[src/rtl/conv_window_feeder_pkg.sv]
// Shared constants and state encoding for the 3x3 window feeder.
package conv_window_feeder_pkg;

  localparam int KSIZE     = 3;
  localparam int WIN_ELEMS = KSIZE * KSIZE;
  localparam int DEF_WIDTH = 8;

  typedef enum logic {
    S_FILL = 1'b0,
    S_RUN  = 1'b1
  } state_t;

endpackage

[src/rtl/conv_window_feeder_line_buf.sv]
// One image row of storage: synchronous write, asynchronous read
// at the same column index so the old value can be forwarded.
module line_buf #(
  parameter int width = 8,
  parameter int depth = 8,
  parameter int aw    = $clog2(depth)
) (
  input  logic             clk,
  input  logic             we,
  input  logic [aw-1:0]    idx,
  input  logic [width-1:0] wdata,
  output logic [width-1:0] rdata
);

  logic [width-1:0] mem_q [depth];

  always_ff @(posedge clk) begin
    if (we) mem_q[idx] <= wdata;
  end

  assign rdata = mem_q[idx];

endmodule

[src/rtl/conv_window_feeder.sv]
// Raster pixel stream to 3x3 sliding window, valid/ready on both
// sides, one window per cycle when the consumer keeps up.
module conv_window_feeder
  import conv_window_feeder_pkg::*;
#(
  parameter int width = DEF_WIDTH,
  parameter int img_w = 8,
  parameter int img_h = 8
) (
  input  logic                       clk,
  input  logic                       rst,
  input  logic [width-1:0]           pix_in,
  input  logic                       pix_valid,
  output logic                       pix_ready,
  output logic [WIN_ELEMS*width-1:0] win,
  output logic                       win_valid,
  input  logic                       win_ready,
  output logic                       frame_done
);

  localparam int CW = $clog2(img_w);
  localparam int RW = $clog2(img_h);
  localparam logic [CW-1:0] COL_LAST = CW'(img_w - 1);
  localparam logic [RW-1:0] ROW_LAST = RW'(img_h - 1);
  localparam logic [CW-1:0] COL_MIN  = CW'(KSIZE - 1);
  localparam logic [RW-1:0] ROW_PRE  = RW'(KSIZE - 2);

  state_t state_q, state_d;
  logic [CW-1:0] col_q, col_d;
  logic [RW-1:0] row_q, row_d;
  logic [WIN_ELEMS-1:0][width-1:0] win_q, win_d;
  logic win_valid_q, win_valid_d;
  logic win_last_q, win_last_d;

  logic [width-1:0] lb1_rd;
  logic [width-1:0] lb2_rd;
  logic acc;
  logic col_end;
  logic row_end;
  logic qual;

  assign pix_ready = !win_valid_q || win_ready;
  assign acc       = pix_valid && pix_ready;
  assign col_end   = col_q == COL_LAST;
  assign row_end   = row_q == ROW_LAST;
  assign qual      = (state_q == S_RUN) && (col_q >= COL_MIN);

  // lb1 holds row-1, lb2 holds row-2; lb1's old entry cascades into lb2
  line_buf #(
    .width(width),
    .depth(img_w)
  ) u_lb1 (
    .clk  (clk),
    .we   (acc),
    .idx  (col_q),
    .wdata(pix_in),
    .rdata(lb1_rd)
  );

  line_buf #(
    .width(width),
    .depth(img_w)
  ) u_lb2 (
    .clk  (clk),
    .we   (acc),
    .idx  (col_q),
    .wdata(lb1_rd),
    .rdata(lb2_rd)
  );

  always_comb begin
    state_d     = state_q;
    col_d       = col_q;
    row_d       = row_q;
    win_d       = win_q;
    win_valid_d = win_valid_q;
    win_last_d  = win_last_q;
    if (win_ready) win_valid_d = 1'b0;
    if (acc) begin
      col_d = col_end ? '0 : col_q + 1'b1;
      if (col_end) row_d = row_end ? '0 : row_q + 1'b1;
      // shift left one column, new right column enters top to bottom
      win_d = {pix_in, win_q[8:7],
               lb1_rd, win_q[5:4],
               lb2_rd, win_q[2:1]};
      if (qual) begin
        win_valid_d = 1'b1;
        win_last_d  = row_end && col_end;
      end
      unique case (state_q)
        S_FILL:  if (row_q == ROW_PRE && col_end) state_d = S_RUN;
        S_RUN:   if (row_end && col_end) state_d = S_FILL;
        default: state_d = S_FILL;
      endcase
    end
  end

  always_ff @(posedge clk) begin
    if (rst) begin
      state_q     <= S_FILL;
      col_q       <= '0;
      row_q       <= '0;
      win_q       <= '0;
      win_valid_q <= 1'b0;
      win_last_q  <= 1'b0;
    end else begin
      state_q     <= state_d;
      col_q       <= col_d;
      row_q       <= row_d;
      win_q       <= win_d;
      win_valid_q <= win_valid_d;
      win_last_q  <= win_last_d;
    end
  end

  assign win        = win_q;
  assign win_valid  = win_valid_q;
  assign frame_done = !rst && win_valid_q && win_ready && win_last_q;

endmodule

[config.mk]
export PLATFORM = sky130hd
export DESIGN_NAME = conv_window_feeder
export DESIGN_NICKNAME = d
export VERILOG_FILES = /design/src/rtl/conv_window_feeder_pkg.sv /design/src/rtl/conv_window_feeder_line_buf.sv /design/src/rtl/conv_window_feeder.sv
export SDC_FILE = /design/constraint.sdc
export NUM_CORES = 1
export LEC_CHECK = 0
export CAP_MARGIN = 30
export CORE_UTILIZATION = 45
export CTS_BUF_LIST = sky130_fd_sc_hd__clkbuf_8
export DETAILED_ROUTE_END_ITERATION = 16
export PLACE_DENSITY = 0.66
export SYNTH_ARGS = -nofsm -noshare
export SYNTH_HDL_FRONTEND = slang
export SYNTH_HIERARCHICAL = 1
export SYNTH_SLANG_ARGS = --single-unit
[constraint.sdc]
create_clock -name clk -period 5.56 [get_ports clk]
set_clock_uncertainty 0.05 [all_clocks]
set_input_delay 1.668 -clock clk [delete_from_list [all_inputs] [get_ports clk]]
set_output_delay 1.668 -clock clk [all_outputs]
set_load 0.02 [all_outputs]
==> metrics <==
transition time at the pin with the least slew margin approximately 0.92 ns; H-tree depth 2; 1st-pass router iterations 4; power per cell area 332.8 nW/um^2; Skew-Pair Late Insertion Delay 0.51 ns; PostCTS Resize Cnt 0; EDFF count, synth 128; Reg power frac a little over half; die height about 140 um; Yosys cell types 37; Ys Warns 6; TritonCTS clock tree yes; status finished clean; CP Max Fanout 2; DPL Wire Length 10,650 um; routed vias/inst about 5.6; starting density of the core ~46%; number of max-cap violations 0; vias in the first global route 5,209; Total GRT Usage between 10% and 20%; Hold-fix buffers, CTS 0; critical path's largest stage delay 0.60 ns; syn nets 643; Via Count 5,370; R2R cell count 6; largest net degree at the start of global routing between 80 and 90; WS Path Type in -> out; highest clock rate 0.2129 GHz; Min Clock Period, post-route 4.696 ns; Clock Path Buffers 3; Pint 0.002544 W; wirelength, routed 17,600 um; ANT cells 0; TritonCTS buffer count 35; Critical path buffers and inverters 2; Slew HR between 30% and 40%; highest-delay cell along the critical path clkdlybuf4s50_1; clk sink count between 200 and 250; port buffer count 86; die area roughly 19,000 um^2; CTS clk-pin slew, worst paths roughly 0.060 ns; clock share of power 39.3%; period utilization 84.46%; post-route ant nets 0; Crit. Startpoint win_ready; total grt overflow 0; number of setup buffers added after CTS 0; Post-route DRC 0; stages on the worst setup path 3; WHS Path Cells 2; post-synthesis sequential area ratio approximately 66%; logic gate share of total power 8.2%; crit path launch type input pin; clock root buffer clkbuf_8; row count 49; area delta synth->final 19.61%; leakage power 3.313 nW; first-pass GRT wire length about 28,000 um; most used cell along the critical path clkdlybuf4s50_1; TNS Setup 0 ns; Sw Share 22.96%; RSZ-0062 raised after global routing no; Gate Count Post-Synth 625; endpoint class of the critical path output port; layout cells sized above 1 12.74%; die width 137.8 um; Final Max Tran Viols 0; Cell Chain, Critical Path clkdlybuf4s50_1, and4b_1, clkdlybuf4s50_1; initial antenna violation count 0; Hold Crit Class reg -> reg; async set-reset flop share out of synthesis 0%; CP top delay family buffers and inverters; Most used DFF post-synth edfxtp_1; # nets final 723; Hold WS 0.4251 ns; hold_sp win[19]; Crit path required time 3.84 ns; Ports 87; reg2reg start col_q[0]; Sw Pwr 0.0007580 W; register bit count reported by yosys 209; CP arrival 2.98 ns; Synth Cell Area between 8000 and 9000 um^2; Avg Cell Area, Syn 13.27 um^2; core box area between 15,000 and 20,000 um^2; initial DRC count 361; Routability Congestion 0.7579; wire per inst 18.35 um; Peak VDD IR 0.0001884 V; final hold viol count 0; Final setup viols 0; fin util 55.05%
[layout by cell type, fill, tap and decap left out, drive strengths merged, types with 2 or more instances in the layout]
cell	n
nor2	15
a21oi	82
mux4	24
clkbuf	38
o211ai	2
nand3	77
buf	15
and3b	2
o31ai	2
o21ai	78
ha	6
o211a	2
nor3	5
nand3b	3
nand2b	6
clkdlybuf4s50	84
or4	5
inv	26
o221ai	2
clkinv	3
edfxtp	128
a22oi	2
a211o	2
dfxtp	81
a311oi	2
bufinv	2
mux2	18
nand2	9
mux2i	5
[per-layer routing]
layer | share of wire [%] | global-route usage, %
met3 | 4.3 | 3.606
met2 | 51 | 32.94
met1 | 43 | 23.81
met4 | 1.4 | 6.039
met5 | 0 | 0
[worst reg2reg max path: stages, from the launching register on]
cell	delay [ns]
dfxtp_2	0.76
buf_4	0.50
ha_1	0.24
ha_1	0.23
nand2_1	0.17
or4_1	0.52
a21oi_1	0.12
[metrics by stage]
step	cell area (um^2)	power [W]	setup WS, ns	instances
final	9922	0.003302	0.8639	959
after global routing	9922	0.003431	0.8338	959
after CTS	9922	0.003336	0.8587	959
after detailed placement	9246	0.002039	0.8560	897
after global placement	9226	0.002032	0.8396	895
after floorplan	8295	0.001933	1.643	625
[power by group through the flow]
stage | clock network (W) | registers [W] | logic [W]
after floorplan | 0 | 0.00178 | 0.000154
after global placement | 0 | 0.00176 | 0.000270
after detailed placement | 0 | 0.00176 | 0.000275
after CTS | 0.00133 | 0.00173 | 0.000276
after global routing | 0.00140 | 0.00174 | 0.000294
final | 0.00130 | 0.00173 | 0.000272
[cell families (layout without fill, tap and decap cells)]
family                     after synthesis  count (layout)  share of synthesized area, %
buffers and inverters                   63             168                         3.876
and+or+nand+nor                        126             126                         7.798
adders and majority gates                6               6                        0.9050
AOI/OAI and AO/OA                      174             174                         11.07
muxes                                   47              47                         10.47
DFF                                    209             209                         65.88
[registers in the layout (all words and copies together) (netlist names)]
name,cells
u_lb2/mem_q,64
u_lb1/mem_q,64
row_q,3
win,72
win_last_q,1
col_q,3
state_q,1
win_valid,1
[final cells by class]
cell class / instances / area (um^2)
fillers: 1509 / 8103
flip-flops and latches: 209 / 5466
multi-input cells: 353 / 2514
repair buffers: 99 / 953.4
clock buffers: 38 / 523.0
well taps: 229 / 286.5
clock inverters: 24 / 152.6
inverters: 7 / 26.28
[final timing paths]
path | to | slack (ns)
min | win[11] | 0.43
max reg2reg | state_q | 2.90
min reg2reg | win[11] | 0.43
max | frame_done | 0.86
[synthesized netlist by cell type, types with 8 or more instances]
cell type | n | area share, %
buf_2 | 24 | 1.4
mux4_2 | 16 | 4.3
nand2_1 | 9 | 0.41
nor2_1 | 15 | 0.68
clkbuf_1 | 23 | 1.0
nand3_1 | 77 | 4.6
edfxtp_1 | 128 | 46
a21oi_1 | 82 | 4.9
o21ai_1 | 78 | 4.7
dfxtp_1 | 81 | 20
mux4_1 | 8 | 2.5
mux2_4 | 12 | 2.2
(Power assumes the default switching activity.)
